**config.mk**
```make
export PLATFORM = sky130hd
export DESIGN_NAME = hazard3_ahbl_arbiter2
export DESIGN_NICKNAME = d
export VERILOG_FILES = /design/src/rtl/hazard3_ahbl_arbiter2_pkg.sv /design/src/rtl/hazard3_ahbl_aph_buf.sv /design/src/rtl/hazard3_ahbl_arbiter2.sv
export SDC_FILE = /design/constraint.sdc
export NUM_CORES = 1
export LEC_CHECK = 0
export BUFFER_PORTS_ARGS = -buffer_cell sky130_fd_sc_hd__buf_2
export CAP_MARGIN = 20
export CORE_ASPECT_RATIO = 0.5
export CORE_MARGIN = 5
export CORE_UTILIZATION = 48
export DETAILED_ROUTE_END_ITERATION = 7
export PLACE_DENSITY = 0.89
export SLEW_MARGIN = 20
export SYNTH_ARGS = -nofsm -noshare
export SYNTH_HDL_FRONTEND = slang
export SYNTH_SLANG_ARGS = --single-unit
export TNS_END_PERCENT = 10
```
**constraint.sdc**
```tcl
create_clock -name clk -period 4.52 [get_ports clk]
set_clock_uncertainty 0.15 [all_clocks]
set_input_delay 0.904 -clock clk [delete_from_list [all_inputs] [get_ports clk]]
set_output_delay 0.904 -clock clk [all_outputs]
set_load 0.005 [all_outputs]
```
**src/rtl/hazard3_ahbl_arbiter2_pkg.sv**
```systemverilog
// rtl/hazard3_ahbl_arbiter2_pkg.sv - shared AHB-Lite encodings and arbitration helper
package hazard3_ahbl_arbiter2_pkg;

  localparam logic [1:0] HTRANS_IDLE = 2'b00;
  localparam logic [1:0] HTRANS_NSEQ = 2'b10;

  // Returns a one-hot grant; last_gnt1 says source 1 won the previous issued aph.
  function automatic logic [1:0] arb_pick(
    input logic [1:0] req,
    input logic       last_gnt1,
    input logic       round_robin
  );
    logic [1:0] gnt;
    gnt = req;
    if (req == 2'b11)
      gnt = (round_robin && !last_gnt1) ? 2'b10 : 2'b01;
    return gnt;
  endfunction

endpackage

```
**src/rtl/hazard3_ahbl_aph_buf.sv**
```systemverilog
// rtl/hazard3_ahbl_aph_buf.sv - per-source address-phase capture buffer with live/buffered mux
module hazard3_ahbl_aph_buf #(
  parameter int W_ADDR = 32
) (
  input  logic              clk,
  input  logic              rst,
  input  logic              i_aph_vld,
  input  logic              i_issue,
  input  logic [W_ADDR-1:0] i_haddr,
  input  logic              i_hwrite,
  input  logic [2:0]        i_hsize,
  input  logic [3:0]        i_hprot,
  output logic              o_buf_vld,
  output logic              o_req,
  output logic [W_ADDR-1:0] o_haddr,
  output logic              o_hwrite,
  output logic [2:0]        o_hsize,
  output logic [3:0]        o_hprot
);

  logic              r_buf_vld;
  logic [W_ADDR-1:0] r_haddr;
  logic              r_hwrite;
  logic [2:0]        r_hsize;
  logic [3:0]        r_hprot;

  always_ff @(posedge clk or posedge rst) begin
    if (rst) begin
      r_buf_vld <= 1'b0;
      r_haddr   <= '0;
      r_hwrite  <= 1'b0;
      r_hsize   <= 3'd0;
      r_hprot   <= 4'd0;
    end else if (r_buf_vld) begin
      if (i_issue)
        r_buf_vld <= 1'b0;
    end else if (i_aph_vld && !i_issue) begin
      r_buf_vld <= 1'b1;
      r_haddr   <= i_haddr;
      r_hwrite  <= i_hwrite;
      r_hsize   <= i_hsize;
      r_hprot   <= i_hprot;
    end
  end

  // The source holds off new aphs while full, so the buffer always wins the mux.
  assign o_buf_vld = r_buf_vld;
  assign o_req     = r_buf_vld || i_aph_vld;
  assign o_haddr   = r_buf_vld ? r_haddr  : i_haddr;
  assign o_hwrite  = r_buf_vld ? r_hwrite : i_hwrite;
  assign o_hsize   = r_buf_vld ? r_hsize  : i_hsize;
  assign o_hprot   = r_buf_vld ? r_hprot  : i_hprot;

endmodule

```
**src/rtl/hazard3_ahbl_arbiter2.sv**
```systemverilog
// rtl/hazard3_ahbl_arbiter2.sv - two-source AHB-Lite arbiter onto one downstream master port
module hazard3_ahbl_arbiter2 #(
  parameter int W_ADDR      = 32,
  parameter int W_DATA      = 32,
  parameter int ROUND_ROBIN = 1
) (
  input  logic                clk,
  input  logic                rst,
  input  logic [1:0]          src_hready,
  output logic [1:0]          src_hready_resp,
  output logic [1:0]          src_hresp,
  input  logic [2*W_ADDR-1:0] src_haddr,
  input  logic [1:0]          src_hwrite,
  input  logic [3:0]          src_htrans,
  input  logic [5:0]          src_hsize,
  input  logic [7:0]          src_hprot,
  input  logic [2*W_DATA-1:0] src_hwdata,
  output logic [2*W_DATA-1:0] src_hrdata,
  output logic [W_ADDR-1:0]   dst_haddr,
  output logic                dst_hwrite,
  output logic [1:0]          dst_htrans,
  output logic [2:0]          dst_hsize,
  output logic [3:0]          dst_hprot,
  output logic [W_DATA-1:0]   dst_hwdata,
  input  logic                dst_hready,
  input  logic                dst_hresp,
  input  logic [W_DATA-1:0]   dst_hrdata
);
  import hazard3_ahbl_arbiter2_pkg::*;

  logic [1:0]        w_aph_vld;
  logic [1:0]        w_req;
  logic [1:0]        w_buf_vld;
  logic [1:0]        w_gnt;
  logic [1:0]        w_issue;
  logic [W_ADDR-1:0] w_haddr [2];
  logic [1:0]        w_hwrite;
  logic [2:0]        w_hsize [2];
  logic [3:0]        w_hprot [2];
  logic              w_unused;

  logic              r_hold;
  logic [1:0]        r_gnt_prev;
  logic              r_last_gnt1;
  logic [1:0]        r_dph_owner;

  for (genvar i = 0; i < 2; i++) begin : g_src
    assign w_aph_vld[i] = src_htrans[2*i+1] && src_hready[i] && !rst;
    assign w_issue[i]   = w_gnt[i] && dst_hready;

    hazard3_ahbl_aph_buf #(.W_ADDR(W_ADDR)) u_aph_buf (
      .clk       (clk),
      .rst       (rst),
      .i_aph_vld (w_aph_vld[i]),
      .i_issue   (w_issue[i]),
      .i_haddr   (src_haddr[i*W_ADDR +: W_ADDR]),
      .i_hwrite  (src_hwrite[i]),
      .i_hsize   (src_hsize[3*i +: 3]),
      .i_hprot   (src_hprot[4*i +: 4]),
      .o_buf_vld (w_buf_vld[i]),
      .o_req     (w_req[i]),
      .o_haddr   (w_haddr[i]),
      .o_hwrite  (w_hwrite[i]),
      .o_hsize   (w_hsize[i]),
      .o_hprot   (w_hprot[i])
    );
  end

  // A stalled downstream aph must stay on the bus unchanged, so the grant is frozen.
  assign w_gnt = r_hold ? r_gnt_prev : arb_pick(w_req, r_last_gnt1, ROUND_ROBIN != 0);

  always_ff @(posedge clk or posedge rst) begin
    if (rst) begin
      r_hold      <= 1'b0;
      r_gnt_prev  <= 2'b00;
      r_last_gnt1 <= 1'b1;
      r_dph_owner <= 2'b00;
    end else begin
      r_hold     <= dst_htrans[1] && !dst_hready;
      r_gnt_prev <= w_gnt;
      if (dst_hready) begin
        r_dph_owner <= w_gnt;
        if (|w_gnt)
          r_last_gnt1 <= w_gnt[1];
      end
    end
  end

  always_comb begin
    dst_htrans = HTRANS_IDLE;
    dst_haddr  = '0;
    dst_hwrite = 1'b0;
    dst_hsize  = 3'd0;
    dst_hprot  = 4'd0;
    if (w_gnt[0]) begin
      dst_htrans = HTRANS_NSEQ;
      dst_haddr  = w_haddr[0];
      dst_hwrite = w_hwrite[0];
      dst_hsize  = w_hsize[0];
      dst_hprot  = w_hprot[0];
    end else if (w_gnt[1]) begin
      dst_htrans = HTRANS_NSEQ;
      dst_haddr  = w_haddr[1];
      dst_hwrite = w_hwrite[1];
      dst_hsize  = w_hsize[1];
      dst_hprot  = w_hprot[1];
    end
  end

  always_comb begin
    src_hready_resp = 2'b11;
    src_hresp       = 2'b00;
    for (int i = 0; i < 2; i++) begin
      if (r_dph_owner[i]) begin
        src_hready_resp[i] = dst_hready;
        src_hresp[i]       = dst_hresp;
      end else if (w_buf_vld[i] || (w_aph_vld[i] && !w_issue[i])) begin
        src_hready_resp[i] = 1'b0;
      end
    end
  end

  assign dst_hwdata = r_dph_owner[1] ? src_hwdata[W_DATA +: W_DATA] : src_hwdata[0 +: W_DATA];
  assign src_hrdata = {2{dst_hrdata}};

  assign w_unused = &{1'b0, src_htrans[0], src_htrans[2]};

endmodule
```
==> results.yml <==
synthesis:
  syn-num-nets: 643
  yosys.cell_types.count: 38
  syn_inst: 457
  syn_area_um2: 5480
  avgSynthCellArea_um2: 12.0
  synth.yosys.seq_area_share: 0.402
  yosysWarnings: 0
  yosys_register_bits: 88
detailed_routing:
  m1WireLength_um: 6070
  dr_wl_met2_um: 8590
  first_pass_iters: 4
  drt.antenna.violating_nets: 0
  routed_wl_um: 16200
  wl_met3_um: 1320
  dr_total_vias: 4171
  drc: 0
  wl_per_cell_um: 21.4
  vias_per_cell: 5.50
  routed.top_layer: "met4"
  drt_iter0_markers: 204
timing:
  drv_slew: 0
  setup_tns_ps: 0
  hold_viol: 0
  timing.final.crit_share: 0.781
  period_minus_slack_ps: 3530
  clock.fmax_mhz: 283
  tightest_slew_ps: 1070
  finalWorstSetupSlack_ps: 988
  hold-worst-slack_ps: 341
  relSlewSlack: 0.290
  setup_viol: 0
  rsz0062_at_grt: "false"
clocking:
  clockBufferDepth: 2
  cts.clk_slew.worst_paths_ps: 60
  cts_setup_buffers: 0
  cts-root-buf: "clkbuf_16"
  cts_buffers: 9
  cts_max_level: 3
  cts_resized: 0
  cts_tree: "built"
  clk_latency_ps: 340
  holdBufCountCts: 0
  cts.sinks: 88
placement:
  gp_congestion: 0.833
  io_buffers: 228
  hpwl_um: 12400
  dp_slack_ps: 989
  dpl_cell_area_um2: 6230
  dp_cells: 742
global_routing:
  grt_pass1_wl_um: 24700
  grt_use_total: 0.228
  antenna_found_initial: 0
  overflow: 0
  grt_max_degree: 52
  grt_pass1_vias: 4497
die:
  core_um2: 11100
  dieHeight_um: 85.5
  ios: 328
  die-area_um2: 13800
  row_count: 27
  start_util: 0.494
  die_w_um: 161
cells_and_area:
  drive_gt1_frac: 0.587
  fill_cells: 920
  areaGrowthSynthToFinish_pct: 19.0
  layout_commonest_cell: "buf_2"
  design_area_um2: 6520
  fin_util: 0.588
  instances_no_fill: 759
  nets: 794
  layout_common_cells: "buf_2, mux2_2, dfrtp_1"
job:
  drv_cap: 0
pwr:
  finalPower_mw: 4.38
  p_seq_frac: 0.324
  vdd_drop_max_mv: 0.305
  power.density_nw_per_um2: 672
  p_leak_nw: 3.18
  clkPwrFrac: 0.166
  combPwrFrac: 0.510
  p_int_mw: 2.77
  power.switching_mw: 1.61
  switching_share: 0.367
worst_setup_path:
  r2r-start: "g_src[1].u_aph_buf.o_buf_vld"
  arrival_ps: 2480
  setup.worst_path.start: "g_src[0].u_aph_buf.o_buf_vld"
  cp.required_ps: 3470
  cp-start-kind: "register"
  endpoint_kind: "primary output"
  critPathKind: "register to primary output"
  crit_path_max_fanout: 45
hold_path:
  worstHoldStart: "g_src[0].u_aph_buf.r_haddr[25]"
  hp-class: "register to register"
status:
  outcome: "completed"
-- area by class of cell --
| cell class | count | area [um2] | share of cell area |
|---|---|---|---|
| Clock buffer | 14 | 244 | 0.0374 |
| Multi-Input combinational cell | 267 | 2610 | 0.400 |
| Sequential cell | 88 | 2210 | 0.339 |
| Clock inverter | 2 | 35.0 | 0.00538 |
| Inverter | 5 | 20.0 | 0.00307 |
| Timing Repair Buffer | 237 | 1220 | 0.187 |
| Antenna cell | 1 | 2.50 | 0.000384 |
| Tap cell | 145 | 181 | 0.0278 |
-- critical path, cell delays in order (launching register included) --
cell	delay, ps
dfrtp_2	350
buf_4	610
o21ai_0	340
a2bb2oi_4	190
buf_4	300
o22ai_1	180
buf_2	160
-- per-layer routing --
metal  vias up  GRT usage
met3        24     0.0845
met4         0     0.0519
met2       174      0.420
met5         -          0
li1       1906          -
met1      2067      0.256
-- cells in the mapped netlist, drive strengths merged --
cell / n / area share
nor2: 1 / 0.00068
inv: 5 / 0.0034
a22o: 2 / 0.0032
and2: 3 / 0.0034
a211o: 1 / 0.0016
o21ai: 3 / 0.0027
a31o: 1 / 0.0016
a2bb2oi: 1 / 0.0016
nand2: 4 / 0.0027
nand3b: 1 / 0.0037
o32a: 1 / 0.0018
o211ai: 2 / 0.0037
mux2i: 80 / 0.15
nor2b: 1 / 0.0011
and3b: 1 / 0.0016
clkbuf: 14 / 0.0098
mux2: 113 / 0.23
a21oi: 2 / 0.0018
buf: 83 / 0.11
dfstp: 1 / 0.0048
o22ai: 40 / 0.046
dfrtp: 87 / 0.40
a21boi: 2 / 0.0027
a311o: 1 / 0.0018
or2: 1 / 0.0011
a31oi: 1 / 0.0039
conb: 1 / 0.00068
o311ai: 1 / 0.0016
or3: 1 / 0.0011
nand2b: 2 / 0.0023
-- cells by family (layout without fill, tap and decap cells) --
logic type	count (synthesis)	in the layout	share of synthesized area
other	1	2	0.000685
flip-flops	88	88	0.402
buffers and inverters	102	258	0.127
multiplexers	193	193	0.379
AND/OR/NAND/NOR	15	15	0.0178
AO/OA/AOI/OAI	58	58	0.0738
-- flip-flops by register name, indices dropped and copies added, names as in the netlist --
name	cells
g_src.u_aph_buf.o_buf_vld	2
g_src.u_aph_buf.r_hprot	8
r_hold	1
r_gnt_prev	2
r_last_gnt1	1
g_src.u_aph_buf.r_haddr	64
r_dph_owner	2
g_src.u_aph_buf.r_hwrite	2
g_src.u_aph_buf.r_hsize	6
-- worst paths after layout --
path                                                   to  slack [ps]  cells after the start
hold / removal             g_src[0].u_aph_buf.r_haddr[25]         340                      1
max in group asynchronous    g_src[1].u_aph_buf.o_buf_vld        2620                      3
setup reg to reg           g_src[1].u_aph_buf.r_haddr[19]        1890                      3
hold reg to reg            g_src[0].u_aph_buf.r_haddr[25]         340                      1
min in group asynchronous  g_src[1].u_aph_buf.r_haddr[28]         590                      2
setup / recovery                             dst_haddr[0]         990                      6
-- power by group through the flow --
| stage | Sequential, mW | Clock, mW | Combinational [mW] |
|---|---|---|---|
| 6_report | 1.42 | 0.726 | 2.23 |
| 5_1_grt | 1.47 | 0.769 | 2.42 |
| 4_1_cts | 1.42 | 0.737 | 2.25 |
| 3_5_place_dp | 1.43 | 0 | 2.24 |
| 3_3_place_gp | 1.39 | 0 | 2.19 |
| 2_1_floorplan | 1.33 | 0 | 1.54 |
(Power assumes the default switching activity.)
